$ cat src/rtl/dmem_port_arbiter.sv
// dmem_port_arbiter: shares the single data-memory port between the core's
// Memory stage and one external master (UART loader, debug DMA, ...).
// Core has priority. A wait counter bounds how long the external master can
// be starved. A lock mode lets the external master stream bulk writes, and
// read data is routed back one cycle after the read was issued.
//
// Handshake: ext_req is a request held stable by the external master until
// ext_gnt pulses. ext_gnt=1 means the access is on mem_* in that same cycle.
// For a read, ext_rvalid pulses exactly once in the following cycle.
// The core side is stall-based. While mem_hold=1 the core must re-present the
// same request in the next cycle.
module dmem_port_arbiter #(
  parameter int unsigned MAX_WAIT = 4
) (
  input  logic        clk,
  input  logic        Rst,
  input  logic [3:0]  core_en,
  input  logic        core_wea,
  input  logic        core_rea,
  input  logic [31:0] core_addr,
  input  logic [31:0] core_din,
  output logic [31:0] core_dout,
  output logic        mem_hold,
  input  logic        ext_req,
  input  logic        ext_we,
  input  logic [3:0]  ext_be,
  input  logic [31:0] ext_addr,
  input  logic [31:0] ext_din,
  input  logic        ext_lock,
  output logic        ext_gnt,
  output logic        ext_rvalid,
  output logic [31:0] ext_rdata,
  output logic [3:0]  mem_en,
  output logic        mem_wea,
  output logic        mem_rea,
  output logic [31:0] mem_addr,
  output logic [31:0] mem_din,
  input  logic [31:0] mem_dout,
  output logic [1:0]  dbg_last_owner,
  output logic [3:0]  dbg_wait_cnt,
  output logic        dbg_lock
);

  typedef enum logic [1:0] {
    IDLE    = 2'd0,
    CORE_RD = 2'd1,
    EXT_RD  = 2'd2,
    OTHER   = 2'd3
  } owner_t;

  localparam logic [3:0] MAX_WAIT_C = 4'(MAX_WAIT);

  owner_t      r_last_owner;
  logic [3:0]  r_wait_cnt;
  logic        r_lock_q;
  logic [31:0] r_core_dout_q;

  logic        w_core_req;
  logic        w_core_win;
  logic        w_ext_issue;
  logic [3:0]  w_wait_inc;

  // Grant decision: core first unless starving ext or locked out
  always_comb begin
    w_core_req  = core_rea | core_wea;
    w_core_win  = w_core_req & ~r_lock_q & (r_wait_cnt < MAX_WAIT_C);
    w_ext_issue = ext_req & ~w_core_win;
    w_wait_inc  = (r_wait_cnt < MAX_WAIT_C) ? (r_wait_cnt + 4'd1) : r_wait_cnt;
  end

  // Port mux: winner drives the memory; idle port is all zeros
  always_comb begin
    mem_en   = 4'd0;
    mem_wea  = 1'b0;
    mem_rea  = 1'b0;
    mem_addr = 32'd0;
    mem_din  = 32'd0;
    if (w_core_win) begin
      mem_en   = core_en;
      mem_wea  = core_wea;
      mem_rea  = core_rea;
      mem_addr = core_addr;
      mem_din  = core_din;
    end else if (w_ext_issue) begin
      mem_en   = ext_be;
      mem_wea  = ext_we;
      mem_rea  = ~ext_we;
      mem_addr = ext_addr;
      mem_din  = ext_din;
    end
  end

  // Stall, grant pulse and read-return routing from last cycle's owner
  always_comb begin
    mem_hold   = w_core_req & ~w_core_win;
    ext_gnt    = w_ext_issue;
    ext_rvalid = (r_last_owner == EXT_RD);
    ext_rdata  = (r_last_owner == EXT_RD) ? mem_dout : 32'd0;
    core_dout  = (r_last_owner == CORE_RD) ? mem_dout : r_core_dout_q;
  end

  // Debug visibility of the arbiter state
  always_comb begin
    dbg_last_owner = r_last_owner;
    dbg_wait_cnt   = r_wait_cnt;
    dbg_lock       = r_lock_q;
  end

  // Arbiter state: last_owner FSM, starvation counter, lock flag, load hold
  always_ff @(posedge clk) begin
    if (Rst) begin
      r_last_owner  <= IDLE;
      r_wait_cnt    <= 4'd0;
      r_lock_q      <= 1'b0;
      r_core_dout_q <= 32'd0;
    end else begin
      // last_owner: which read, if any, returns data next cycle
      if (w_core_win) begin
        if (core_wea)
          r_last_owner <= OTHER;
        else
          r_last_owner <= CORE_RD;
      end else if (w_ext_issue) begin
        if (ext_we)
          r_last_owner <= OTHER;
        else
          r_last_owner <= EXT_RD;
      end else begin
        r_last_owner <= IDLE;
      end

      // Starvation counter: counts core wins over a pending external request
      if (w_ext_issue || !ext_req)
        r_wait_cnt <= 4'd0;
      else if (w_core_win)
        r_wait_cnt <= w_wait_inc;

      // Lock: taken on a locked grant, released as soon as ext_lock drops
      if (!ext_lock)
        r_lock_q <= 1'b0;
      else if (w_ext_issue)
        r_lock_q <= 1'b1;

      // Keep the core's load result stable across later stall cycles
      if (r_last_owner == CORE_RD)
        r_core_dout_q <= mem_dout;
    end
  end

endmodule
$ cat config.mk
export PLATFORM = sky130hd
export DESIGN_NAME = dmem_port_arbiter
export DESIGN_NICKNAME = d
export VERILOG_FILES = /design/src/rtl/dmem_port_arbiter.sv
export SDC_FILE = /design/constraint.sdc
export NUM_CORES = 1
export LEC_CHECK = 0
export BUFFER_PORTS_ARGS = -buffer_cell sky130_fd_sc_hd__buf_2
export CORE_AREA = 2 2 125 127
export CTS_BUF_LIST = sky130_fd_sc_hd__clkbuf_8 sky130_fd_sc_hd__clkbuf_16
export CTS_CLUSTER_SIZE = 25
export DETAILED_ROUTE_END_ITERATION = 16
export DIE_AREA = 0 0 127 129
export SETUP_SLACK_MARGIN = 0.05
export SLEW_MARGIN = 40
export SYNTH_ARGS = -nofsm -noshare
export SYNTH_HDL_FRONTEND = slang
export SYNTH_SLANG_ARGS = --single-unit
$ cat constraint.sdc
create_clock -name clk -period 1.5 [get_ports clk]
set_clock_uncertainty 0.2 [all_clocks]
set_input_delay 0.375 -clock clk [delete_from_list [all_inputs] [get_ports clk]]
set_output_delay 0.375 -clock clk [all_outputs]
set_load 0.01 [all_outputs]
After elaboration in Yosys (flattened, before gate mapping)
Index checks and enable logic that the tools add are counted.
{"block": "classes", "bitwise_logic": 9, "n_lt_le_gt_ge": 1, "add_sub_neg": 1, "eq_ne": 2, "n_mux": 16, "reduce_logical": 5}
{"operator": "two-way mux 32 bit", "n": 6}
{"operator": "two-way mux 4 bit", "n": 2}
{"operator": "two-way mux 2 bit", "n": 3}
{"operator": "two-way mux 1 bit", "n": 5}
{"operator": "adder 4 x 1 -> 4 bit (second input constant)", "n": 1}
{"operator": "AND 1 bit", "n": 4}
{"operator": "less-than comparator 4 x 3 -> 1 bit (second input constant)", "n": 1}
{"operator": "inverter 1 bit", "n": 4}
{"operator": "OR reduction 2 bit", "n": 2}
{"operator": "== test 2 x 1 -> 1 bit (second input constant)", "n": 1}
{"operator": "== test 2 bit (second input constant)", "n": 1}
{"operator": "AND reduction 2 bit", "n": 1}
{"operator": "logical NOT 1 bit", "n": 1}
{"operator": "logical OR 1 bit", "n": 1}
{"operator": "OR 1 bit", "n": 1}
{"block": "totals", "output_inout_bits": 144, "wordCells": 38, "regBits": 39, "inputBits": 175}

Longest topological paths before layout
{"block": "depth", "depth_word": 7, "depth_mapped": 5, "depth_no_buf": 3}

Worst setup path after synthesis
OpenSTA, ideal clock, no wires.
{"block": "synth_path", "path_kind": "register -> output", "startpoint": "register r_wait_cnt[2] (netlist: dbg_wait_cnt[2])", "endpoint": "output mem_addr[0]", "stages_incl_launch_ff": 6, "path_buffers": 2, "t_required_ps": 925, "path_slack_ps": -298, "t_arrival_ps": 1223, "path_cell_list": "dfxtp_1 nor3_4 o21ai_1 buf_6 buf_6 mux2i_1"}
{"block": "synth_via", "elab_chain_cells": 6}
{"item": "start: declaration", "line": "54", "source": "logic [3:0] r_wait_cnt;"}
{"item": "start signal: assignment", "line": "136", "source": "r_wait_cnt <= w_wait_inc;"}
{"item": "less-than comparator 4 x 3 -> 1 bit (*)", "line": "66", "source": "w_core_win = w_core_req & ~r_lock_q & (r_wait_cnt < MAX_WAIT_C);"}
{"item": "AND 1 bit (*)", "line": "66"}
{"item": "inverter 1 bit", "line": "67", "source": "w_ext_issue = ext_req & ~w_core_win;"}
{"item": "AND 1 bit", "line": "67"}
{"item": "two-way mux 32 bit", "line": "84", "source": "end else if (w_ext_issue) begin"}
{"item": "two-way mux 32 bit (*)", "line": "78", "source": "if (w_core_win) begin"}
{"item": "end: declaration", "line": "36", "source": "output logic [31:0] mem_addr,"}
Every way passes the cells marked *; elsewhere a longest branch is shown, timed or not.

Final worst setup path
{"block": "layout_path", "startpoint": "register r_wait_cnt[3] (netlist: dbg_wait_cnt[3])", "endpoint": "output mem_en[3]"}
{"block": "layout_via", "elab_chain_cells": 6}
{"item": "less-than comparator 4 x 3 -> 1 bit (*)", "line": "66"}
{"item": "AND 1 bit (*)", "line": "66"}
{"item": "inverter 1 bit", "line": "67"}
{"item": "AND 1 bit", "line": "67"}
{"item": "two-way mux 4 bit", "line": "84"}
{"item": "two-way mux 4 bit (*)", "line": "78"}
{"item": "end: declaration", "line": "33", "source": "output logic [3:0] mem_en,"}
Marks and branches as above.

==> metrics.md <==
| Metric | Value |
|---|---|
| Share of post-route cells with drive strength above 1 | `roughly 73%` |
| All-layer global routing usage | `between 10% and 20%` |
| Antenna Nets Post-Route | `0` |
| Register area | `slightly below 800 um^2` |
| Setup crit start | `dbg_wait_cnt[3]$_SDFFE_PP0P_` |
| Die Wd | `127 um` |
| Vias per inst | `4.194` |
| Fmax | `about 450 MHz` |
| Total number of vias | `4014` |
| Top-level I/O count | `between 300 and 400` |
| Failing checks | `negative setup slack` |
| RSZ-0062 raised after global routing | `true` |
| Worst path max stage delay | `between 300 and 400 ps` |
| YS warnings | `0` |
| Pin count of the biggest net entering global routing | `34` |
| Commonest non-fill, non-tap cell in the layout | `buf_2` |
| Critical-path cell list | `nor3_4, o21ai_4, buf_12, buf_4, mux2i_2, buf_2` |
| Critical Path Start Type | `flop` |
| CP max-delay cell | `dfxtp_2` |
| Sink Count | `39` |
| Max Buffers Root-to-Sink | `2` |
| Crit path required time | `920 ps` |
| Netlist cell types | `21` |
| Worst IR Drop VDD | `about 0.66 mV` |
| Final hold violation count | `0` |
| Num CTS Buffers | `5` |
| Final WS setup | `-744.0 ps` |
| Leak Pwr | `between 3 and 4 nW` |
| Initial antenna violation count | `0` |
| CTS root buffer | `clkbuf_16` |
| Final WL | `~15000 um` |
| FF-to-FF Start | `dbg_last_owner[0]$_SDFF_PP0_` |
| Pwr dens | `about 660 nW/um^2` |
| Sequential share of the synthesized area | `about a quarter` |
| Kind of critical path | `reg -> out` |
| Multi-input gate area | `about 2500 um^2` |
| Syn Inst Count | `slightly below 400` |
| CTS tree | `done` |
| Most frequent cells in the layout | `buf_2, buf_6, inv_1` |
| Hold-fix buffers at CTS | `0` |
| Reg clk slew, reported paths | `~60 ps` |
| Final Setup Violations | `around 170` |
| Global route total overflow | `0` |
| R2r endpoint | `r_core_dout_q[23]$_SDFF_PP0_` |
| Max-Cap Viols | `0` |
| Nets | `approximately 940` |
| HPWL after DPL | `between 10000 and 15000 um` |
| #FFs+latches synth | `39` |
| Antenna Diode Count | `0` |
| Reg2Reg Depth | `6` |
| WL/cell | `roughly 15 um` |
| Starting density of the core | `a little over a fifth` |
| Min Tclk post-route | `approximately 2200 ps` |
| Crit Path Max Fanout | `13` |
| Final instance area | `7030 um^2` |
| Hold slack | `roughly 120 ps` |
| Clock latency on the worst-skew pair | `approximately 280 ps` |
| 1st-iter DRT viols | `between 100 and 150` |
| DRT Pass-1 Iters | `4` |
| Post-DP Area | `roughly 5600 um^2` |
| DR DRC count | `0` |
| Period utilisation layout | `149.6%` |
| GP Congestion | `0.8299` |
| Layout overhead on the synthesized area | `119.5%` |
| Number of H-tree levels | `2` |
| Status | `finished with violations` |
| Global-route wire length before repair | `19770 um` |
| Worst EP arrival | `1670 ps` |
| Fill cell count | `1378` |
| DIE AREA | `~16000 um^2` |
| Power, Total | `roughly 0.0046 W` |
| Post-Syn Nets | `between 500 and 600` |
| Number of global-route vias before repair | `3876` |
| Core region area | `around 15000 um^2` |
| Port Buffers | `approximately 320` |
| Syn Area/Cell | `8.171 um^2` |
| CP Capture Type | `output port` |
| FP Rows | `45` |
| Flop2flop setup slack | `-210 ps` |
| Die height | `approximately 130 um` |
| Post-synth design cell area | `3203 um^2` |
| Setup crit end | `mem_en[3]` |
| Hold Path Class | `in -> reg` |
| Slew Limit Fails | `0` |
==> cell usage after synthesis <==
cell type / instances / area share [%]
inv_1: 71 / 8.3
nand2_1: 70 / 8.2
mux2i_1: 68 / 21
dfxtp_1: 39 / 24
nor2b_1: 36 / 7.0
and2_1: 32 / 6.2
mux2_4: 30 / 14
clkbuf_1: 13 / 1.5
buf_6: 11 / 3.9
a21oi_1: 3 / 0.47
mux2_1: 3 / 1.1
nor2_1: 3 / 0.35
nor3_2: 3 / 0.94
buf_2: 2 / 0.31
nand2b_1: 2 / 0.39
conb_1: 1 / 0.12
ha_1: 1 / 0.39
nor3_4: 1 / 0.51
o21ai_0: 1 / 0.16
o21ai_1: 1 / 0.16
o41ai_1: 1 / 0.27
==> flip-flops by register name, summed over array words and instances, names as in the netlist <==
register	cells
dbg_last_owner	2
dbg_lock	1
dbg_wait_cnt	4
r_core_dout_q	32
==> report_power, final <==
group	internal (W)	leakage [nW]	switching, W
clock	0.000879	0.0934	0.000414
sequential	0.00109	0.321	0.0000219
combinational	0.00131	3.35	0.000929
==> worst min path at each step <==
stage          slack [ps]                    startpoint                           end  cells past startpoint
4_1_cts               120                      ext_lock         dbg_lock$_SDFFE_PP0P_                      3
5_1_grt               120                      ext_lock         dbg_lock$_SDFFE_PP0P_                      3
3_5_place_dp          260  dbg_wait_cnt[0]$_SDFFE_PP0P_  dbg_wait_cnt[0]$_SDFFE_PP0P_                      1
3_3_place_gp          260  dbg_wait_cnt[0]$_SDFFE_PP0P_  dbg_wait_cnt[0]$_SDFFE_PP0P_                      1
6_report              120                      ext_lock         dbg_lock$_SDFFE_PP0P_                      3
2_1_floorplan         250                           Rst  r_core_dout_q[25]$_SDFF_PP0_                      1
==> cell families (layout without fill, tap and decap cells) <==
logic type	count (synthesis)	in the layout	synth area share, %
and+or+nand+nor	147	147	23.67
muxes	101	101	36.37
buffers and inverters	97	474	14.02
DFF	39	39	24.38
AOI/OAI and AO/OA	6	6	1.054
adders and majority gates	1	1	0.3906
other	1	1	0.1171
==> worst max-delay path: cells and delay by family, from the launching register on <==
| kind | cells | cell delay, ps |
|---|---|---|
| and+or+nand+nor | 1 | 250 |
| muxes | 1 | 190 |
| buffers and inverters | 3 | 480 |
| AOI/OAI and AO/OA | 1 | 130 |
| DFF | 1 | 330 |
==> timing repair <==
action | in CTS | in global routing
endpoints found under the setup margin | 175 | 179
setup buffers | 19 | 20
gates resized for setup | 101 | 97
cloned | 6 | 1
pin swaps | 9 | 22
endpoints found under the hold margin | 0 | 0
==> metrics by stage <==
step	util (%)	instances	TNS (ps)	worst slack, ps
after global placement	37.21	913	-47030	-622.0
final	46.94	957	-91670	-744.0
after floorplan	-	392	-24910	-250.3
after CTS	43.93	946	-90000	-749.4
after detailed placement	37.21	913	-48780	-634.7
after global routing	46.94	957	-99240	-782.0
==> final cells by class <==
| type | instances | area share [%] |
|---|---|---|
| clock buffer | 6 | 2.136 |
| clock inverter | 2 | 0.4805 |
| inverter | 71 | 3.791 |
| multi-input combinational | 256 | 36.09 |
| sequential | 39 | 11.27 |
| tap | 188 | 3.346 |
| timing repair buffer | 395 | 42.89 |
==> routing by layer <==
metal | share of wire, % | GRT usage (%) | routed length (um)
met5 | 0 | 0 | 0
met4 | 1.7 | 4.590 | 255
met3 | 7.8 | 3.035 | 1134
met2 | 54 | 30.20 | 7819
met1 | 37 | 16.52 | 5380
Power figures use the tool's default switching activity.
